<file path="src/rtl/alarm_timer_pkg.sv">
// Shared encodings for the anti-theft alarm: interval selects (common with the
// time-parameter bank and alarm FSM) and the countdown timer state codes.
package alarm_timer_pkg;

  localparam logic [1:0] T_ARM_DELAY       = 2'b00;
  localparam logic [1:0] T_DRIVER_DELAY    = 2'b01;
  localparam logic [1:0] T_PASSENGER_DELAY = 2'b10;
  localparam logic [1:0] T_ALARM_ON        = 2'b11;

  typedef enum logic [1:0] {
    IDLE    = 2'd0,
    COUNT   = 2'd1,
    EXPIRED = 2'd2
  } timer_state_e;

endpackage

</file>
<file path="src/rtl/one_hz_divider.sv">
// Free-running system-clock divider producing a combinational tick on the last
// cycle of each second and a registered one-cycle one_hz_enable after it.
module one_hz_divider #(
  parameter int CLK_DIV = 100000000,
  parameter int DIV_W   = 27
) (
  input  logic clock,
  input  logic reset,
  input  logic clear,
  output logic tick,
  output logic one_hz_enable
);

  logic [DIV_W-1:0] div_cnt;

  assign tick = (div_cnt == DIV_W'(CLK_DIV - 1));

  // clear realigns the second boundary to the current edge
  always_ff @(posedge clock or posedge reset) begin
    if (reset) begin
      div_cnt       <= '0;
      one_hz_enable <= 1'b0;
    end else begin
      one_hz_enable <= tick;
      if (clear || tick) div_cnt <= '0;
      else               div_cnt <= div_cnt + DIV_W'(1);
    end
  end

endmodule

</file>
<file path="src/rtl/alarm_timer.sv">
// Whole-second countdown timer: latches a 4-bit duration on start_timer, counts
// it down on 1 Hz ticks and pulses expired for one cycle when it reaches zero.
module alarm_timer
  import alarm_timer_pkg::*;
#(
  parameter int CLK_DIV = 100000000,
  parameter int DIV_W   = 27
) (
  input  logic       clock,
  input  logic       reset,
  input  logic       start_timer,
  input  logic [3:0] value,
  output logic       expired,
  output logic       busy,
  output logic [3:0] remaining,
  output logic       one_hz_enable
);

  timer_state_e state;
  logic         tick;

  one_hz_divider #(
    .CLK_DIV (CLK_DIV),
    .DIV_W   (DIV_W)
  ) u_one_hz_divider (
    .clock         (clock),
    .reset         (reset),
    .clear         (start_timer),
    .tick          (tick),
    .one_hz_enable (one_hz_enable)
  );

  // A start wins over everything, including the final cycle of an expiry
  always_ff @(posedge clock or posedge reset) begin
    if (reset) begin
      state     <= IDLE;
      expired   <= 1'b0;
      busy      <= 1'b0;
      remaining <= 4'd0;
    end else begin
      expired <= 1'b0;
      if (start_timer) begin
        remaining <= value;
        if (value != 4'd0) begin
          state <= COUNT;
          busy  <= 1'b1;
        end else begin
          state   <= EXPIRED;
          busy    <= 1'b0;
          expired <= 1'b1;
        end
      end else begin
        case (state)
          IDLE: ;
          COUNT: begin
            if (tick) begin
              if (remaining > 4'd1) begin
                remaining <= remaining - 4'd1;
              end else begin
                remaining <= 4'd0;
                state     <= EXPIRED;
                busy      <= 1'b0;
                expired   <= 1'b1;
              end
            end
          end
          EXPIRED: state <= IDLE;
          default: begin
            state <= IDLE;
            busy  <= 1'b0;
          end
        endcase
      end
    end
  end

endmodule

</file>
<file path="config.mk">
export PLATFORM = sky130hd
export DESIGN_NAME = alarm_timer
export DESIGN_NICKNAME = d
export VERILOG_FILES = /design/src/rtl/alarm_timer_pkg.sv /design/src/rtl/one_hz_divider.sv /design/src/rtl/alarm_timer.sv
export SDC_FILE = /design/constraint.sdc
export NUM_CORES = 1
export LEC_CHECK = 0
export BUFFER_PORTS_ARGS = -buffer_cell sky130_fd_sc_hd__buf_2
export CAP_MARGIN = 20
export CORE_ASPECT_RATIO = 0.6
export CORE_MARGIN = 1
export CORE_UTILIZATION = 62
export CTS_BUF_LIST = sky130_fd_sc_hd__clkbuf_4
export DETAILED_ROUTE_END_ITERATION = 12
export PLACE_DENSITY = 0.88
export SYNTH_ARGS = -nofsm -noshare
export SYNTH_HDL_FRONTEND = slang
export SYNTH_SLANG_ARGS = --single-unit
</file>
<file path="constraint.sdc">
create_clock -name clock -period 2.4 [get_ports clock]
set_clock_uncertainty 0.15 [all_clocks]
set_input_delay 0.12 -clock clock [delete_from_list [all_inputs] [get_ports clock]]
set_output_delay 0.12 -clock clock [all_outputs]
set_load 0.02 [all_outputs]
</file>
Yosys cells after proc, flatten, opt, wreduce, memory -nomap -nowiden
Cells that the tools add are included.
- register bits after elaboration: 36
- output and inout port bits: 7
- input bits: 7
- mux-type cells: 20
- magnitude comparators: 1
- equality and inequality tests: 7
- reductions and logical operators: 9
- $add $sub $neg: 2
- operator list (cell ; count):
    $add A27 B1 Y27 const B ; 1
    $eq A27 B27 Y1 const B ; 1
    $mux W27 ; 1
    $mux W4 ; 4
    $mux W1 ; 9
    $mux W2 ; 4
    $reduce_and A3 Y1 ; 2
    $gt A4 B1 Y1 const B ; 1
    $pmux W2 S2 ; 1
    $reduce_bool A2 Y1 ; 2
    $reduce_bool A4 Y1 ; 1
    $sub A4 B1 Y4 const B ; 1
    $ne A3 B2 Y1 const B ; 1
    $ne A3 B3 Y1 const B ; 1
    $eq A2 B1 Y1 const B ; 1
    $eq A2 B2 Y1 const B ; 1
    $logic_not A2 Y1 ; 1
    $ne A2 B1 Y1 const B ; 1
    $ne A2 B2 Y1 const B ; 1
    $pmux W1 S2 ; 1
    $reduce_and A2 Y1 ; 1
    $reduce_or A2 Y1 ; 1
    $logic_or A1 B1 Y1 ; 1

Longest topological paths before layout
Gate-level depths: netlist (run 1).
- depth after elaboration: 5
- mapped depth: 7
- gate-level depth less buffers: 5

Hierarchy
Synthesis (run 1) repeated with hierarchy kept, for this count alone.
- cell total of the unflattened synthesis: 201
- area total of the unflattened synthesis: 1983.2 sq um
- by module, submodules not included (module ; instances ; area an instance (sq um) ; seq. area each (sq um) ; cells an instance):
    one_hz_divider ; 1 ; 1498.9 ; 700.7 ; 155
    alarm_timer ; 1 ; 484.2 ; 200.2 ; 46

Least setup slack after synthesis (run 1)
No wires, ideal clock.
- kind: register to register
- from: reg remaining[0]
- to: reg remaining[3]
- stages on the path, launching flop included: 6
- path buffers: 0
- arrival: 1.872 ns
- required time: 2.163 ns
- slack: 0.292 ns
- cells stage by stage: dfrtp_1 inv_1 ha_1 o21ai_0 or4b_2 o211ai_1
- word-level cells in the longest chain between the ends: 5
- ends and longest elaborated chain (element ; line ; RTL):
    start, declared ; alarm_timer.sv:15 ; output logic [3:0] remaining,
    start signal, assigned ; alarm_timer.sv:43 ; remaining <= value;
    start signal, assigned ; alarm_timer.sv:58 ; remaining <= remaining - 4'd1;
    $sub A4 B1 Y4 or $gt A4 B1 Y1 (tied branches) ; alarm_timer.sv:58, alarm_timer.sv:57 ;
    $mux W4 * ; alarm_timer.sv:57 ; if (remaining > 4'd1) begin
    $mux W4 * ; alarm_timer.sv:56 ; if (tick) begin
    $mux W4 * ; alarm_timer.sv:53 ; case (state)
    $mux W4 * ; alarm_timer.sv:42 ; if (start_timer) begin
Mark *: on every way between the ends. The rest lies on a longest branch, timed or not. The select of a mux whose other input is x is not followed.
A chain may end at the register's enable or synchronous reset.

Worst setup path after layout (run 1)
- from: reg u_one_hz_divider.div_cnt[0]
- to: reg u_one_hz_divider.div_cnt[26]
- word-level cells in the longest chain between the ends: 3
- ends and longest elaborated chain (element ; line ; RTL):
    start, declared ; one_hz_divider.sv:14 ; logic [DIV_W-1:0] div_cnt;
    start signal, assigned ; one_hz_divider.sv:26 ; else div_cnt <= div_cnt + DIV_W'(1);
    parallel branches: the longest is 2 deep, another holds $add A27 B1 Y27 ; - ;
    $mux W27 * ; one_hz_divider.sv:25 ; if (clear || tick) div_cnt <= '0;
Every way passes the cells marked *.

==> results of run 1 <==
## power groups by stage
stage / Sequential, uW / Clock (uW) / Combinational [uW]
finish: 641 / 322 / 120
global route: 644 / 355 / 133
detailed placement: 653 / 0 / 110
global placement: 650 / 0 / 106
floorplan: 662 / 0 / 61.6
CTS: 641 / 332 / 119
## per-layer routing
layer / global-route usage / vias up
met5: 0 / -
met4: 0.1074 / 0
met3: 0.07440 / 5
met2: 0.4571 / 73
met1: 0.4053 / 813
li1: - / 804
## what timing repair did
item | 4_1_cts | 5_1_grt
resized for setup | 0 | 1
setup endpoints to repair | 0 | 1
hold buffers | 6 | 0
hold endpoints to repair | 44 | 0
## area by class of cell
cell class,count,area (um2),share of cell area
multi-input cells,151,1015,0.4608
flip-flops and latches,36,900.9,0.4091
repair buffers,22,147.6,0.06705
well taps,42,52.55,0.02386
clock buffers,5,37.54,0.01705
inverters,8,30.03,0.01364
clock inverters,3,18.77,0.008523
## sequential cells by signal, summed over array words and instances (netlist names)
name,flops
u_one_hz_divider.div_cnt,27
remaining,4
state,2
busy,1
expired,1
u_one_hz_divider.one_hz_enable,1
## cell usage after synthesis (4+ instances only)
cell,n,area [um2]
dfrtp_1,36,900.9
nor2_1,19,71.32
a21oi_1,14,70.07
nand2_1,11,41.29
nand3_1,11,55.05
o21ai_0,9,45.04
inv_1,8,30.03
o31ai_1,8,60.06
nand4_1,7,43.79
or3_1,7,43.79
or4_1,6,45.04
xnor2_1,6,52.55
and4_1,5,43.79
xor2_1,5,43.79
buf_4,4,30.03
nor2b_1,4,25.02
nor4_1,4,25.02
## cell families (layout without fill, tap and decap cells)
family                     after synthesis  count (layout)
AOI/OAI and AO/OA                       44              44
xor gates and xnor gates                11              11
adders and majority gates                3               3
buffers and inverters                   17              38
DFF                                     36              36
and+or+nand+nor                         93              93
## through the flow
step / instance area [um2] / hold slack [ps] / cells
after floorplan: 2011 / 106.6 / 204
after global placement: 2085 / 80.08 / 253
after detailed placement: 2085 / 90.27 / 253
after CTS: 2201 / 256.4 / 267
after global routing: 2202 / 305.2 / 267
final: 2202 / 257.7 / 267
## tightest hold or removal path, delay by kind of cell
kind,cells,cell delay (ps)
buffers and inverters,4,1080
## how the worst max path moves through the flow
stage                                               start                                     end  slack (ps)  depth (start not counted)
detailed placement  u_one_hz_divider.div_cnt[0]$_DFF_PP0_  u_one_hz_divider.div_cnt[26]$_DFF_PP0_         190                          5
CTS                 u_one_hz_divider.div_cnt[0]$_DFF_PP0_  u_one_hz_divider.div_cnt[26]$_DFF_PP0_         180                          5
global route        u_one_hz_divider.div_cnt[0]$_DFF_PP0_  u_one_hz_divider.div_cnt[26]$_DFF_PP0_          90                          5
global placement    u_one_hz_divider.div_cnt[0]$_DFF_PP0_  u_one_hz_divider.div_cnt[26]$_DFF_PP0_         340                          5
floorplan                        remaining[0]$_DFFE_PP0P_                remaining[3]$_DFFE_PP0P_         290                          5
finish              u_one_hz_divider.div_cnt[0]$_DFF_PP0_  u_one_hz_divider.div_cnt[26]$_DFF_PP0_         230                          5
==> flow_summary.ini, run 1 <==
[finish]
num-nets-final = 234
antenna_cells = 0
drive_above_1_share = 0.1600
syn_to_final_growth_pct = 9.521
final_common_cell = dfrtp_1
fillers = 213
final_core_util = 0.7379
final_cell_mix = dfrtp_1, nor2_1, a21oi_1, buf_2

[global_routing]
grt_pass1_wl_um = 7320
antenna_found_initial = 0
grt_pass1_vias = 1554
grt_usage = 0.2947
grt_max_degree = 37
grt-ovfl-total = 0

[job]
cap_violations = 0

[setup_path]
regToRegEndpoint = u_one_hz_divider.div_cnt[26]$_DFF_PP0_
path_buf_inv = 0
crit_required_ps = 2530
r2r_cells = 5
arrival_ps = 2290
r2r-start = u_one_hz_divider.div_cnt[0]$_DFF_PP0_
crit_type = register to register
start_kind = register
max_stage_delay_ps = 500
cpMaxStageDelayCell = or4_1
cp_cell_sequence = ha_1 > and4_2 > nand4_4 > or4_1 > a21oi_1
crit_path_end_kind = register
cp_top_family = simple AND/OR/NAND/NOR gates
critical_path.max_fanout = 14
r2r_setup_slack_ps = 230

[pwr]
p_int_uw = 781.5
peakVddDrop_mv = 0.3561
p_switching_uw = 301.6
power.share.clock = 0.297
switching_share = 0.2785
power.total_uw = 1083
power.density_nw_per_um2 = 491.9
comb_power_share = 0.111
leakagePower_uw = 0.0009024
sequentialPowerShare = 0.592

[routing]
route.detailed.drc = 0
routedWlPerCell_um = 16.63
ant_nets = 0
routed-wl-met3_um = 277
vias = 1695
drtPass1Iterations = 4
met2_wirelength_um = 2047
viasPerCell = 6.348
wl_um = 4441
highest_layer = met4
wl_met1_um = 2072
drt_iter0_markers = 170

[sta]
fin_crit_sh = 0.9028
slew_viol_final = 0
max_freq_mhz = 461.5
rsz0062_at_grt = false
post-route-min-period_ps = 2167
relSlewSlack = 0.4838
setup_ws_ps = 233.3
setup_viol = 0
tightestPinTransition_ps = 764.3
hold_violations = 0
tns_ps = 0

[floorplanning]
die_x_um = 75.52
die_h_um = 46.11
rows = 15
dieArea_um2 = 3482
start_util = 0.6738
fp.coreArea_um2 = 2984
pin_count = 14

[synthesis]
synth_ff_type = dfrtp_1
synthAdderAreaFrac = 0.01867
synth_area_um2 = 2011
yosysWarnings = 0
synth_xor_area_frac = 0.04792
synth_edf_count = 0
avgSynthCellArea_um2 = 9.856
synth_seq_area_share = 0.4480
synth_compound_area_frac = 0.1431
ys_seq_elements = 36
synth_top_family_by_area = simple AND/OR/NAND/NOR gates
netlist_instances = 204
synth_mux_area_frac = 0
synthSimpleGateAreaFrac = 0.2943
ys_async_sr_fraction = 1.000
syn_nets = 214
ys_types = 42

[status]
status = finished clean

[place]
place.gp.congestion = 0.8409
port_buffers = 13
dpl_worst_slack_ps = 193.6
dp_hpwl_um = 3119

[cts]
cts_made_buffers = 5
clock_latency_ps = 340
clk_pin_slew_ps = 120
cts_setup_buffers = 0
cts_root_buffer = clkbuf_4
cts_sinks = 36
clk_path_buf_depth = 2
cts_tree = done
h-tree-depth = 2

[min_path]
min_path_type = primary input to asynchronous set/reset pin
Power figures use the tool's default switching activity.
==> run 2: changes to the inputs <==
--- a/config.mk
+++ b/config.mk
@@ -10,7 +10,7 @@
 export CORE_ASPECT_RATIO = 0.6
 export CORE_MARGIN = 1
 export CORE_UTILIZATION = 62
-export CTS_BUF_LIST = sky130_fd_sc_hd__clkbuf_4
+export CTS_BUF_LIST = sky130_fd_sc_hd__clkbuf_4 sky130_fd_sc_hd__clkbuf_8
 export DETAILED_ROUTE_END_ITERATION = 12
 export PLACE_DENSITY = 0.88
 export SYNTH_ARGS = -nofsm -noshare
==> run 2 against run 1 <==
Wire length grew 2.9%. Total power grew 8.9%. Design area grew 0.97%. First-iteration DRC count is 2.9% lower. Register-to-register slack is essentially flat. Non-clock buffer count is 1 lower. Maximum frequency is 0.45% higher. Critical path depth unchanged. Utilization rose by 0.71 points. Worst hold slack lost 180 ps. Critical path type unchanged. Critical endpoint unchanged.
==> flow_summary.ini, run 2 (synthesis results as in run 1) <==
[finish]
drive_above_1_share = 0.1607
largest_register_ffs = 27
final_core_util = 0.7451
fillers = 201
biggestRegsByFlops = u_one_hz_divider.div_cnt (27), remaining (4), state (2)
final_cell_mix = dfrtp_1, nor2_1, a21oi_1, buf_2
area.sequential_um2 = 900.9
final_common_cell = dfrtp_1
multi_input_area_um2 = 1015
antenna_cells = 0
num-nets-final = 233
regMostFlops = u_one_hz_divider.div_cnt
syn_to_final_growth_pct = 10.58

[sta]
post-route-min-period_ps = 2157
max_freq_mhz = 463.6
setup_viol = 0
hold_violations = 0
slew_viol_final = 0
relSlewSlack = 0.4532
tns_ps = 0
rsz0062_at_grt = false
tightestPinTransition_ps = 809.6
fin_crit_sh = 0.8987

[min_path]
min_path_cells = 2
min_path_type = primary input to register
min_to = state[0]$_DFFE_PP0P_
hp-start = start_timer

[pwr]
leakagePower_uw = 0.0009111
peakVddDrop_mv = 0.2656
power.density_nw_per_um2 = 530.7
power.total_uw = 1180

[global_routing]
grt-ovfl-total = 0
grt_pass1_wl_um = 7479
grt_max_degree = 37
grt_usage = 0.3014
antenna_found_initial = 0
grt_pass1_vias = 1615

[setup_path]
crit_path_end_kind = register
r2r_cells = 5
r2r_setup_slack_ps = 240
regToRegEndpoint = u_one_hz_divider.div_cnt[26]$_DFF_PP0_
r2r-start = u_one_hz_divider.div_cnt[0]$_DFF_PP0_
arrival_ps = 2220
critical_path.max_fanout = 14
crit_required_ps = 2470
start_kind = register
crit_type = register to register
critical_path.startpoint = u_one_hz_divider.div_cnt[0]$_DFF_PP0_

[cts]
h-tree-depth = 2
cts_tree = done
clk_path_buf_depth = 2
cts_sinks = 36
cts_setup_buffers = 0
clk_pin_slew_ps = 70
clock_latency_ps = 290
cts_made_buffers = 5
cts_root_buffer = clkbuf_8

[floorplanning]
rows = 15
die_x_um = 75.52
dieArea_um2 = 3482
start_util = 0.6738
fp.coreArea_um2 = 2984
die_h_um = 46.11
pin_count = 14

[place]
port_buffers = 13
dp_hpwl_um = 3119
place.gp.congestion = 0.8409

[routing]
routedWlPerCell_um = 17.19
drtPass1Iterations = 4
vias = 1703
ant_nets = 0
route.detailed.drc = 0
wl_um = 4572
viasPerCell = 6.402
drt_iter0_markers = 165

[status]
status = finished clean

[job]
cap_violations = 0
## run 2: changes by cell type in the layout (fill, tap and decap cells not counted), sizes merged
cell	previous run	this run
dlygate4sd3	6	5
## run 2: worst max-delay path by stage
stage / to / depth (start not counted)
2_1_floorplan: remaining[3]$_DFFE_PP0P_ / 5
3_3_place_gp: u_one_hz_divider.div_cnt[26]$_DFF_PP0_ / 5
3_5_place_dp: u_one_hz_divider.div_cnt[26]$_DFF_PP0_ / 5
4_1_cts: u_one_hz_divider.div_cnt[26]$_DFF_PP0_ / 5
5_1_grt: u_one_hz_divider.div_cnt[26]$_DFF_PP0_ / 5
6_report: u_one_hz_divider.div_cnt[26]$_DFF_PP0_ / 5
## run 2: critical path: stages, from the launching register on
cell and delay [ps]:
dfrtp_1 420, ha_1 280, and4_2 380, nand4_4 200, or4_1 500, a21oi_1 160
## run 2: cell type report
class | instances | share of cell area
inverters | 8 | 0.01351
repair buffers | 21 | 0.06190
well taps | 42 | 0.02364
clock inverters | 3 | 0.008441
clock buffers | 5 | 0.03095
flip-flops and latches | 36 | 0.4052
multi-input cells | 151 | 0.4564
## run 2: what timing repair did
item,CTS,global route
endpoints found under the setup margin,0,1
gates resized for setup,0,1
endpoints found under the hold margin,40,0
hold buffers,5,0
## run 2: layer usage
layer / track usage / wire length [um]
met4: 0.1185 / 104
met2: 0.4643 / 2059
met5: 0 / 0
met3: 0.07877 / 300
met1: 0.4118 / 2108
## run 2: through the flow
stage	hold WS, ps	worst slack [ps]	cells	cell area, um2
6_report	82.11	243.1	266	2223
3_5_place_dp	90.27	193.6	253	2085
4_1_cts	62.57	182.2	266	2222
3_3_place_gp	80.08	335.1	253	2085
5_1_grt	88.55	80.47	266	2223
2_1_floorplan	106.6	291.7	204	2011
## run 2: where the power goes
part	switching (uW)	leakage, uW	internal, uW
clock	217	0.0000479	202
combinational	74.5	0.000380	44.9
sequential	18.7	0.000483	623
==> run 3: changes to the inputs <==
--- a/config.mk
+++ b/config.mk
@@ -12,7 +12,7 @@
 export CORE_UTILIZATION = 62
 export CTS_BUF_LIST = sky130_fd_sc_hd__clkbuf_4 sky130_fd_sc_hd__clkbuf_8
 export DETAILED_ROUTE_END_ITERATION = 12
-export PLACE_DENSITY = 0.88
+export PLACE_DENSITY = 0.82
 export SYNTH_ARGS = -nofsm -noshare
 export SYNTH_HDL_FRONTEND = slang
 export SYNTH_SLANG_ARGS = --single-unit
==> run 3 against run 2 <==
Critical path depth is the same. Die area is the same. Wire length increased by 2.6%. Worst hold slack got worse by 0.81 ps.
==> flow_summary.ini, run 3 (synthesis results as in run 1) <==
[setup_path]
crit_type = register to register
critical_path.max_fanout = 8
r2r_cells = 5
crit_path_end_kind = register
crit_required_ps = 2400
arrival_ps = 2210
regToRegEndpoint = remaining[2]$_DFFE_PP0P_
r2r-start = u_one_hz_divider.div_cnt[0]$_DFF_PP0_
start_kind = register
r2r_setup_slack_ps = 190

[min_path]
min_path_cells = 3
min_to = remaining[1]$_DFFE_PP0P_
min_path_type = primary input to register
hp-start = start_timer

[floorplanning]
fp.coreArea_um2 = 2984
pin_count = 14
rows = 15
dieArea_um2 = 3482
die_x_um = 75.52
start_util = 0.6738
die_h_um = 46.11

[place]
port_buffers = 13
place.gp.congestion = 0.8891
dp_hpwl_um = 3058
dpl_worst_slack_ps = 236.6

[cts]
clk_path_buf_depth = 2
cts_sinks = 36
cts_tree = done
cts_made_buffers = 5
clock_latency_ps = 290
h-tree-depth = 2
clk_pin_slew_ps = 80
cts_setup_buffers = 0
cts_root_buffer = clkbuf_8

[sta]
max_freq_mhz = 451.6
post-route-min-period_ps = 2215
relSlewSlack = 0.4853
slew_viol_final = 0
tns_ps = 0
tightestPinTransition_ps = 762.1
fin_crit_sh = 0.9227
setup_ws_ps = 185.4
rsz0062_at_grt = false
hold_violations = 0
setup_viol = 0

[finish]
syn_to_final_growth_pct = 10.95
num-nets-final = 233
largest_register_ffs = 27
final_cell_mix = dfrtp_1, nor2_1, a21oi_1, buf_2
antenna_cells = 0
biggestRegsByFlops = u_one_hz_divider.div_cnt (27), remaining (4), state (2)
final_common_cell = dfrtp_1
regMostFlops = u_one_hz_divider.div_cnt
drive_above_1_share = 0.1525

[routing]
viasPerCell = 6.457
ant_nets = 0
drt_iter0_markers = 216
drtPass1Iterations = 4
route.detailed.drc = 0
routedWlPerCell_um = 17.70
vias = 1711
wl_um = 4691

[global_routing]
grt-ovfl-total = 0
grt_usage = 0.3021
grt_pass1_vias = 1520
grt_max_degree = 37
grt_pass1_wl_um = 7417
antenna_found_initial = 0

[pwr]
peakVddDrop_mv = 0.2830
power.density_nw_per_um2 = 549.4
leakagePower_uw = 0.0009138

[job]
cap_violations = 0

[status]
status = finished clean
-- run 3: worst max-delay path: stages (launching register included) --
cell	delay, ps
dfrtp_1	400
ha_1	250
and4_1	420
nand4_4	240
o311ai_1	440
o211ai_1	170
-- run 3: how the worst max path moves through the flow --
stage / from / to / slack, ps / cells after the start
2_1_floorplan: remaining[0]$_DFFE_PP0P_ / remaining[3]$_DFFE_PP0P_ / 290 / 5
3_3_place_gp: u_one_hz_divider.div_cnt[0]$_DFF_PP0_ / u_one_hz_divider.div_cnt[26]$_DFF_PP0_ / 330 / 5
3_5_place_dp: u_one_hz_divider.div_cnt[0]$_DFF_PP0_ / u_one_hz_divider.div_cnt[26]$_DFF_PP0_ / 240 / 5
4_1_cts: u_one_hz_divider.div_cnt[0]$_DFF_PP0_ / u_one_hz_divider.div_cnt[26]$_DFF_PP0_ / 210 / 5
5_1_grt: u_one_hz_divider.div_cnt[0]$_DFF_PP0_ / u_one_hz_divider.div_cnt[26]$_DFF_PP0_ / 70 / 5
6_report: u_one_hz_divider.div_cnt[0]$_DFF_PP0_ / remaining[2]$_DFFE_PP0P_ / 190 / 5
-- run 3: per-stage QoR --
| step | cells | instance area [um2] | power (uW) | hold WS (ps) | util |
|---|---|---|---|---|---|
| after floorplan | 204 | 2011 | 723.3 | 106.6 | - |
| after global placement | 253 | 2085 | 756.6 | 80.75 | 0.6985 |
| after detailed placement | 253 | 2085 | 764.1 | 93.38 | 0.6985 |
| after CTS | 265 | 2231 | 1230 | 70.62 | 0.7476 |
| after global routing | 265 | 2231 | 1270 | 94.93 | 0.7476 |
| final | 265 | 2231 | 1226 | 81.30 | 0.7476 |
-- run 3: area by class of cell --
class	instances	area, um2
timing repair buffer	21	137.6
multi-input combinational	151	1013
fill	190	753.2
inverter	8	30.03
tap	42	52.55
sequential	36	900.9
clock buffer	7	96.34
-- run 3: power breakdown --
group / internal, uW / switching [uW]
Combinational: 45.1 / 77.0
Clock: 256 / 206
Sequential: 624 / 18.7
-- run 3: metal layers --
layer	share of wire	global-route usage
met5	0	0
met4	0.014	0.1148
met3	0.060	0.06346
met2	0.47	0.4696
met1	0.45	0.4213
-- run 3: what timing repair did --
item | 4_1_cts | 5_1_grt
resized for setup | 0 | 1
setup endpoints to repair | 0 | 1
hold endpoints to repair | 40 | 0
hold buffers | 5 | 0
